`config.mk`:
```
export PLATFORM = sky130hd
export DESIGN_NAME = tester_trace_driver
export DESIGN_NICKNAME = d
export VERILOG_FILES = /design/src/rtl/tester_trace_driver.sv
export SDC_FILE = /design/constraint.sdc
export NUM_CORES = 1
export LEC_CHECK = 0
export CORE_AREA = 2 2 259 261
export DETAILED_ROUTE_END_ITERATION = 6
export DIE_AREA = 0 0 261 263
export PLACE_DENSITY = 0.53
export SYNTH_ARGS = -nofsm -noshare
export SYNTH_HDL_FRONTEND = slang
export SYNTH_SLANG_ARGS = --single-unit
```
`constraint.sdc`:
```
create_clock -name clk -period 7.5 [get_ports clk]
set_input_delay 2.25 -clock clk [delete_from_list [all_inputs] [get_ports clk]]
set_output_delay 2.25 -clock clk [all_outputs]
set_load 0.01 [all_outputs]
```
`src/rtl/tester_trace_driver.sv`:
```
// tester_trace_driver: self-checking write/read-back stimulus driver for the tester tile trace port.
//
// For each of NUM_REQS transactions it issues a write-memory request, streams a
// deterministic payload (byte k of transaction i = (i + k) mod 256, byte 0 in the
// MSBs, pad bytes driven 0), issues a read-memory request at the same address and
// checks the returned beats against the regenerated payload (pad bytes ignored).
//
// Ports:
//   clk, rst                         clock, synchronous active-high reset
//   start                            one-cycle pulse, starts a run from IDLE
//   done, pass                       run finished (sticky) / all checks passed
//   fail_req_idx, fail_flit_idx      transaction and flit of the first failure
//   trace_tester_tile_wr_mem_req_*   write request out   (rdy: tester_tile_trace_wr_mem_req_rdy)
//   trace_tester_tile_data*          write payload out   (rdy: tester_tile_trace_data_rdy)
//   trace_tester_tile_rd_mem_req_*   read request out    (rdy: tester_tile_trace_rd_mem_req_rdy)
//   tester_tile_trace_data*          read return in      (rdy: trace_tester_tile_data_rdy)
//
// Optional feature macro: TESTER_TRACE_DRIVER_TIMEOUT_EN adds a per-state watchdog
// of TIMEOUT_CYCLES that fails the run with fail_flit_idx = 16'hFFFF.

`ifndef TRACE_ADDR_W
`define TRACE_ADDR_W 32
`endif
`ifndef TRACE_SIZE_W
`define TRACE_SIZE_W 16
`endif
`ifndef MAC_INTERFACE_W
`define MAC_INTERFACE_W 256
`endif
`ifndef MAC_PADBYTES_W
`define MAC_PADBYTES_W 5
`endif

module tester_trace_driver #(
   parameter int NUM_REQS       = 4,
   parameter int BASE_ADDR      = 0,
   parameter int ADDR_STRIDE    = 'h100,
   parameter int MIN_SIZE       = 40,
   parameter int SIZE_STEP      = 24,
   parameter int TIMEOUT_CYCLES = 1024
) (
   input  logic                         clk,
   input  logic                         rst,
   input  logic                         start,
   output logic                         done,
   output logic                         pass,
   output logic [15:0]                  fail_req_idx,
   output logic [15:0]                  fail_flit_idx,
   output logic                         trace_tester_tile_wr_mem_req_val,
   output logic [`TRACE_ADDR_W-1:0]     trace_tester_tile_wr_mem_req_addr,
   output logic [`TRACE_SIZE_W-1:0]     trace_tester_tile_wr_mem_req_size,
   input  logic                         tester_tile_trace_wr_mem_req_rdy,
   output logic                         trace_tester_tile_data_val,
   output logic [`MAC_INTERFACE_W-1:0]  trace_tester_tile_data,
   output logic                         trace_tester_tile_data_last,
   output logic [`MAC_PADBYTES_W-1:0]   trace_tester_tile_data_padbytes,
   input  logic                         tester_tile_trace_data_rdy,
   output logic                         trace_tester_tile_rd_mem_req_val,
   output logic [`TRACE_ADDR_W-1:0]     trace_tester_tile_rd_mem_req_addr,
   output logic [`TRACE_SIZE_W-1:0]     trace_tester_tile_rd_mem_req_size,
   input  logic                         tester_tile_trace_rd_mem_req_rdy,
   input  logic                         tester_tile_trace_data_val,
   input  logic [`MAC_INTERFACE_W-1:0]  tester_tile_trace_data,
   input  logic                         tester_tile_trace_data_last,
   input  logic [`MAC_PADBYTES_W-1:0]   tester_tile_trace_data_padbytes,
   output logic                         trace_tester_tile_data_rdy
);
   localparam int DW = `MAC_INTERFACE_W;
   localparam int BB = DW / 8;
   localparam int LB = $clog2(BB);
   localparam int AW = `TRACE_ADDR_W;
   localparam int SW = `TRACE_SIZE_W;
   localparam int PW = `MAC_PADBYTES_W;

   typedef enum logic [2:0] {IDLE, WR_REQ, WR_DATA, RD_REQ, RD_CHECK, PASS, FAIL} state_t;

   state_t        state_q, state_d;
   logic [15:0]   idx_q, idx_d;
   logic [15:0]   flit_q, flit_d;
   logic [15:0]   size_q, size_d;
   logic [AW-1:0] addr_q, addr_d;
   logic          done_q, done_d;
   logic          pass_q, pass_d;
   logic [15:0]   fail_req_q, fail_req_d;
   logic [15:0]   fail_flit_q, fail_flit_d;
   logic [15:0]   nflits;
   logic          last_flit;
   logic [PW-1:0] pad_last;
   logic [DW-1:0] exp_data;
   logic [BB-1:0] byte_ok;
   logic          data_bad;
   logic          beat_bad;

   // addr/size of the current transaction are kept as running accumulators
   // so no multiplier is needed for i*ADDR_STRIDE or i*SIZE_STEP.
   assign nflits    = 16'((17'(size_q) + 17'(BB - 1)) >> LB);
   assign last_flit = flit_q == nflits - 16'd1;
   // Pad count of the last beat is (-size) mod B.
   assign pad_last  = PW'(LB'(16'd0 - size_q));

   // Expected flit for (idx_q, flit_q); shared by the write stream and the read check.
   always_comb begin
      exp_data = '0;
      byte_ok  = '0;
      data_bad = 1'b0;
      for (int b = 0; b < BB; b++) begin
         byte_ok[b] = 32'(flit_q) * BB + b < 32'(size_q);
         exp_data[DW-1-8*b -: 8] = byte_ok[b] ? 8'(32'(idx_q) + 32'(flit_q) * BB + b) : 8'h00;
         data_bad = data_bad | (byte_ok[b] & (tester_tile_trace_data[DW-1-8*b -: 8] != exp_data[DW-1-8*b -: 8]));
      end
   end

   assign beat_bad = data_bad | (tester_tile_trace_data_last != last_flit) |
                     (last_flit & (tester_tile_trace_data_padbytes != pad_last));

`ifdef TESTER_TRACE_DRIVER_TIMEOUT_EN
   logic [31:0] tmr_q, tmr_d;
   logic        xfer;
   logic        active;
   assign active = state_q inside {WR_REQ, WR_DATA, RD_REQ, RD_CHECK};
   // Any accepted beat (and therefore any state change) restarts the watchdog.
   assign xfer = (state_q == WR_REQ   && tester_tile_trace_wr_mem_req_rdy) ||
                 (state_q == WR_DATA  && tester_tile_trace_data_rdy) ||
                 (state_q == RD_REQ   && tester_tile_trace_rd_mem_req_rdy) ||
                 (state_q == RD_CHECK && tester_tile_trace_data_val);
   assign tmr_d = (!active || xfer) ? 32'd0 : tmr_q + 32'd1;
   always_ff @(posedge clk) begin
      if (rst) tmr_q <= '0;
      else     tmr_q <= tmr_d;
   end
`endif

   always_comb begin
      state_d     = state_q;
      idx_d       = idx_q;
      flit_d      = flit_q;
      size_d      = size_q;
      addr_d      = addr_q;
      done_d      = done_q;
      pass_d      = pass_q;
      fail_req_d  = fail_req_q;
      fail_flit_d = fail_flit_q;
      case (state_q)
         IDLE: if (start) begin
            state_d     = WR_REQ;
            idx_d       = '0;
            flit_d      = '0;
            addr_d      = AW'(BASE_ADDR);
            size_d      = 16'(MIN_SIZE);
            done_d      = 1'b0;
            pass_d      = 1'b0;
            fail_req_d  = '0;
            fail_flit_d = '0;
         end
         WR_REQ: if (tester_tile_trace_wr_mem_req_rdy) begin
            state_d = WR_DATA;
            flit_d  = '0;
         end
         WR_DATA: if (tester_tile_trace_data_rdy) begin
            flit_d  = last_flit ? 16'd0 : flit_q + 16'd1;
            state_d = last_flit ? RD_REQ : WR_DATA;
         end
         RD_REQ: if (tester_tile_trace_rd_mem_req_rdy) begin
            state_d = RD_CHECK;
            flit_d  = '0;
         end
         RD_CHECK: if (tester_tile_trace_data_val) begin
            if (beat_bad) begin
               state_d     = FAIL;
               done_d      = 1'b1;
               pass_d      = 1'b0;
               fail_req_d  = idx_q;
               fail_flit_d = flit_q;
            end else if (!last_flit) begin
               flit_d = flit_q + 16'd1;
            end else if (idx_q == 16'(NUM_REQS - 1)) begin
               state_d = PASS;
               done_d  = 1'b1;
               pass_d  = 1'b1;
            end else begin
               state_d = WR_REQ;
               idx_d   = idx_q + 16'd1;
               addr_d  = addr_q + AW'(ADDR_STRIDE);
               size_d  = size_q + 16'(SIZE_STEP);
               flit_d  = '0;
            end
         end
         PASS:    state_d = IDLE;
         FAIL:    state_d = IDLE;
         default: state_d = IDLE;
      endcase
`ifdef TESTER_TRACE_DRIVER_TIMEOUT_EN
      if (active && !xfer && tmr_q == 32'(TIMEOUT_CYCLES - 1)) begin
         state_d     = FAIL;
         done_d      = 1'b1;
         pass_d      = 1'b0;
         fail_req_d  = idx_q;
         fail_flit_d = 16'hFFFF;
      end
`endif
   end

   always_ff @(posedge clk) begin
      if (rst) begin
         state_q     <= IDLE;
         idx_q       <= '0;
         flit_q      <= '0;
         size_q      <= '0;
         addr_q      <= '0;
         done_q      <= 1'b0;
         pass_q      <= 1'b0;
         fail_req_q  <= '0;
         fail_flit_q <= '0;
      end else begin
         state_q     <= state_d;
         idx_q       <= idx_d;
         flit_q      <= flit_d;
         size_q      <= size_d;
         addr_q      <= addr_d;
         done_q      <= done_d;
         pass_q      <= pass_d;
         fail_req_q  <= fail_req_d;
         fail_flit_q <= fail_flit_d;
      end
   end

   // All handshake outputs decode registered state, so fields stay stable until rdy.
   assign done                              = done_q;
   assign pass                              = pass_q;
   assign fail_req_idx                      = fail_req_q;
   assign fail_flit_idx                     = fail_flit_q;
   assign trace_tester_tile_wr_mem_req_val  = state_q == WR_REQ;
   assign trace_tester_tile_wr_mem_req_addr = addr_q;
   assign trace_tester_tile_wr_mem_req_size = SW'(size_q);
   assign trace_tester_tile_data_val        = state_q == WR_DATA;
   assign trace_tester_tile_data            = exp_data;
   assign trace_tester_tile_data_last       = trace_tester_tile_data_val & last_flit;
   assign trace_tester_tile_data_padbytes   = trace_tester_tile_data_last ? pad_last : '0;
   assign trace_tester_tile_rd_mem_req_val  = state_q == RD_REQ;
   assign trace_tester_tile_rd_mem_req_addr = addr_q;
   assign trace_tester_tile_rd_mem_req_size = SW'(size_q);
   assign trace_tester_tile_data_rdy        = state_q == RD_CHECK;

endmodule

```
[Word-level counts from Yosys, hierarchy flattened]
Cells that the tools add are included.
W data, S select, Z words.
Word-level totals
  register bits after elaboration: 117
  bits in latches: 0
  bits in writable memories: 0
  bits in read-only memories: 0
  input bits: 269
  word-level logic and storage cells: 323
  memories kept: 0
Cells by class
  add/sub/neg operators: 70
  $mul: 0
  divide/modulo/power cells: 0
  magnitude comparators: 32
  eq/ne operators: 52
  shift-type cells: 0
  muxes and demuxes: 85
  bitwise logic cells: 67
  reductions and logical operators: 8
Operator list (number)
  $lt A22 B16 Y1: 31
  $add A21 B5 Y22 const B: 16
  $mux W16: 22
  $mux W8: 32
  $ne A8 B8 Y1: 32
  $add A21 B4 Y22 const B: 8
  $mux W32: 5
  $add A8 B5 Y8 const B: 16
  $pmux W16 S2: 4
  $add A21 B3 Y22 const B: 4
  $pmux W16 S5: 1
  $add A8 B4 Y8 const B: 8
  $pmux W32 S2: 1
  $add A21 B2 Y22 const B: 2
  $and A1 B1 Y1: 34
  $or A1 B1 Y1: 33
  $add A16 B1 Y16 const B: 2
  $add A32 B9 Y32 const B: 1
  $add A8 B3 Y8 const B: 4
  $mux W3: 8
  $add A21 B1 Y22 const B: 1
  $lt A21 B16 Y1: 1
  $add A16 B5 Y17 const B: 1
  $add A16 B5 Y16 const B: 1
  other kinds (27): 46

[Longest topological paths before layout]
  depth in word-level cells: 41
  gate-level depth with buffers: 24

[Least setup slack after synthesis]
No wires, ideal clock.
  path type: flip-flop to output port
  start point: register size_q[3], in the netlist trace_tester_tile_rd_mem_req_size[3]
  end point: output trace_tester_tile_data_padbytes[3]
  arrival: 3759 ps
  setup slack: 1491 ps
  stages on the path, launching flop included: 16
  path buffers: 4
  cell sequence: dfxtp_1 -> buf_2 -> inv_1 -> ha_1 -> clkbuf_1 -> nand4b_2 -> or4_1 -> clkbuf_1 -> xnor2_2 -> nand3_1 -> or4_1 -> a211oi_1 -> and4b_1 -> clkbuf_2 -> nand2_1 -> nor2_1
Between the ends
  cells in the longest elaborated chain, start to end: 5
RTL lines
  start: declaration: line 80  | logic [15:0] size_q, size_d;
  start signal: assignment: line 218  | size_q <= size_d;
  $add A16 B5 Y17: line 96  | assign nflits = 16'((17'(size_q) + 17'(BB - 1)) >> LB);
  $sub A12 B1 Y13: line 97  | assign last_flit = flit_q == nflits - 16'd1;
  $eq A16 B16 Y1: line 97
  $and A1 B1 Y1: line 237  | assign trace_tester_tile_data_last = trace_tester_tile_data_val & last_flit;
  $mux W5 (*): line 238  | assign trace_tester_tile_data_padbytes = trace_tester_tile_data_last ? pad_last : '0;
  end: declaration: line 56  | output logic [`MAC_PADBYTES_W-1:0] trace_tester_tile_data_padbytes,
Mark *: on every way between the ends. The rest lies on a longest branch, timed or not.

[Worst setup path after layout]
  start point: register size_q[4], in the netlist trace_tester_tile_rd_mem_req_size[4]
  end point: output trace_tester_tile_data_last
Between the ends
  cells in the longest elaborated chain, start to end: 4
RTL lines
  $add A16 B5 Y17: line 96
  $sub A12 B1 Y13: line 97
  $eq A16 B16 Y1: line 97
  $and A1 B1 Y1: line 237
  end: declaration: line 55  | output logic trace_tester_tile_data_last,
Every way passes these cells.

==> impl_metrics.json <==
{
  "syn_to_final_growth_pct": 44.5,
  "ys_warn_count": 0,
  "comb_power_share": 0.787,
  "nNetsFinal": 3206,
  "p_leak_nw": 8.48,
  "muxShareOfSynthArea": 0.0111,
  "drive_above_1_share": 0.0634,
  "cp_max_fo": 13,
  "gp_congestion": 0.932,
  "drc": 0,
  "die_h_um": 263,
  "ios": 665,
  "synthFlopType": "dfxtp_1",
  "synth_edf_count": 0,
  "fp-row-count": 94,
  "synth_commonest_cells": "317 x nor2_1, 212 x xnor2_1, 158 x a21oi_1",
  "internal_power_mw": 2.44,
  "avgSynthCellArea_um2": 6.92,
  "synth_seq_cells": 106,
  "drtAntennaViolNets": 0,
  "seq_area_frac_synth": 0.128,
  "dr.pass1.iters": 6,
  "drv_cap": 0,
  "vias": 22000,
  "cts_tree": "built",
  "synth_xor_area_frac": 0.159,
  "die_area_um2": 68600,
  "ff2ff_setup_slack_ps": 500,
  "slew_headroom": 0.0397,
  "fin_area_um2": 24000,
  "clock-skew-final_ps": 17.0,
  "path_class": "reg2out",
  "clock_sinks": 106,
  "core_um2": 65600,
  "grt_pass1_vias": 20300,
  "clockBufferDepth": 2,
  "setup.worst_path.end_class": "output port",
  "clock-root-buffer": "clkbuf_16",
  "ir_worst_vdd_uv": 180,
  "grt_first_pass_wirelength_um": 149000,
  "clock_latency_ps": 380,
  "postCtsSetupRepairBufs": 0,
  "synth_compound_area_frac": 0.261,
  "synth_top_area_cell": "dfxtp_1",
  "clk_pin_slew_ps": 80,
  "synth_top_family_by_area": "simple AND/OR/NAND/NOR gates",
  "synthCells": 2399,
  "clkPwrFrac": 0.094,
  "syn_area_um2": 16600,
  "grt_start_max_net_pins": 62,
  "status": "finished, final reports clean",
  "swShare": 0.547,
  "final_core_util": 0.366,
  "synth_top_area_frac": 0.128,
  "ys_async_sr_fraction": 0,
  "dr.first_iter.drc_count": 2491,
  "htree_levels": 3,
  "tns_ps": 0,
  "min_period_over_period": 0.967,
  "dp_hpwl_um": 83200,
  "worstPathArrival_ps": 5000,
  "wl_per_cell_um": 28.4,
  "via_per_inst": 5.84,
  "p_sw_mw": 2.95,
  "start_util": 0.253,
  "numCtsBuffers": 9,
  "grt.overflow.total": 0,
  "synth_most_common_cell": "nor2_1",
  "rsz0062_at_grt": "no",
  "drt-total-wl_um": 107000,
  "period_needed_ps": 7250,
  "start_kind": "flip-flop",
  "seqPwrFrac": 0.119,
  "drv_slew": 0,
  "grt_usage": 0.295,
  "grt_antenna_before_repair": 15,
  "synth.distinct_cells": 102,
  "fp.dieW_um": 261,
  "cp.required_ps": 5250,
  "yosys.area_share.simple": 0.318,
  "worst_slew_pin_slew_ps": 1440,
  "synthTopCellsByArea": "dfxtp_1 13%, xnor2_1 11%, nor2_1 7.2%",
  "io_buffers": 639,
  "min-delay-path-class": "reg2reg",
  "nFillCells": 6872,
  "power_density_nw_per_um2": 224,
  "setup_viol": 0,
  "timing.fmax_mhz": 138,
  "hold_violations": 0,
  "synth_fa_ha_area_frac": 0.0291,
  "dpl-instance-area_um2": 23700
}
[routing by layer]
metal / routed length [um] / up-vias / global-route usage
met4: 3150 / 14 / 0.0802
met2: 50000 / 1270 / 0.489
li1: - / 9763 / -
met3: 9460 / 197 / 0.0549
met1: 44400 / 10800 / 0.388
met5: 98 / - / 0
[power by group through the flow]
| stage | logic [mW] | clock network, mW | registers (mW) |
|---|---|---|---|
| 3_5_place_dp | 4.16 | 0 | 0.654 |
| 6_report | 4.24 | 0.508 | 0.642 |
| 2_1_floorplan | 2.07 | 0 | 0.608 |
| 3_3_place_gp | 4.14 | 0 | 0.652 |
| 5_1_grt | 4.44 | 0.535 | 0.646 |
| 4_1_cts | 4.18 | 0.518 | 0.641 |
[worst max-delay path, stage by stage (launching register included)]
cell	delay (ps)
dfxtp_2	530
inv_1	110
ha_1	340
nand4b_2	430
or4_1	730
xnor2_2	300
nand3_1	180
or4_1	560
a211oi_1	330
and4b_1	360
nand2_1	100
inv_1	120
clkdlybuf4s50_1	540
[repair_timing]
action / CTS / global route
resized for setup: 0 / 1
hold buffers: 0 / 0
setup endpoints to repair: 0 / 3
[stage by stage]
stage / worst slack, ps / hold WS [ps] / instances / power, mW
final: 248 / 462 / 3776 / 5.39
after global routing: 11.8 / 497 / 3772 / 5.62
after CTS: 33.1 / 464 / 3768 / 5.34
after detailed placement: 334 / 451 / 3752 / 4.82
after global placement: 472 / 447 / 3752 / 4.79
after floorplan: 1490 / 464 / 2423 / 2.68
[state kept, by name, summed over array words and instances, names as in the netlist]
signal	cells
done	1
fail_flit_idx	16
fail_req_idx	16
flit_q	16
idx_q	16
pass	1
state_q	3
trace_tester_tile_rd_mem_req_addr	24
trace_tester_tile_rd_mem_req_size	13
[cells in the final DEF, fill, tap and decap left out, types with 13 or more instances in the layout]
| cell type | count |
|---|---|
| a211o_1 | 15 |
| a211oi_1 | 29 |
| a21oi_1 | 158 |
| a22o_1 | 34 |
| a31oi_1 | 43 |
| and2_1 | 13 |
| and3_1 | 74 |
| buf_4 | 89 |
| clkdlybuf4s50_1 | 639 |
| conb_1 | 25 |
| dfxtp_1 | 100 |
| ha_1 | 34 |
| inv_1 | 57 |
| mux2i_1 | 14 |
| nand2_1 | 135 |
| nand2b_1 | 20 |
| nand3_1 | 73 |
| nand3b_1 | 19 |
| nand4_1 | 44 |
| nand4b_1 | 13 |
| nor2_1 | 314 |
| nor2b_1 | 22 |
| nor3_1 | 67 |
| nor4_1 | 38 |
| nor4b_1 | 20 |
| o211ai_1 | 15 |
| o21ai_0 | 113 |
| o22ai_1 | 17 |
| o31ai_1 | 34 |
| o32ai_1 | 17 |
| or3_1 | 54 |
| or4_1 | 23 |
| xnor2_1 | 210 |
| xnor3_1 | 18 |
| xor2_1 | 35 |
[logic make-up (layout without fill, tap and decap cells)]
logic type | after synthesis | after routing
xor+xnor | 270 | 270
compound gates | 640 | 640
simple gates | 1000 | 1000
mux | 17 | 17
flops | 106 | 106
buf+inv | 327 | 808
other cells | 1 | 33
fa+ha+maj | 38 | 38
[path summary, 6_finish.rpt]
path,cells past startpoint,end,from
hold / removal,2,done$_SDFFE_PP0P_,done$_SDFFE_PP0P_
setup / recovery,12,trace_tester_tile_data_last,trace_tester_tile_rd_mem_req_size[4]$_SDFFE_PP0P_
hold reg to reg,2,done$_SDFFE_PP0P_,done$_SDFFE_PP0P_
setup reg to reg,16,idx_q[2]$_SDFFE_PP0P_,trace_tester_tile_rd_mem_req_size[13]$_SDFFE_PP0P_
[final cells by class]
cell class              instances  area (um^2)  area share
multi-input cells            1990        13100       0.548
repair buffers                729         7080       0.295
flip-flops and latches        106         2130      0.0887
well taps                     864         1080      0.0450
inverters                      63          236     0.00985
clock buffers                   9          225     0.00938
clock inverters                 7         83.8     0.00349
diodes                          8         20.0    0.000834
(Power assumes the default switching activity.)
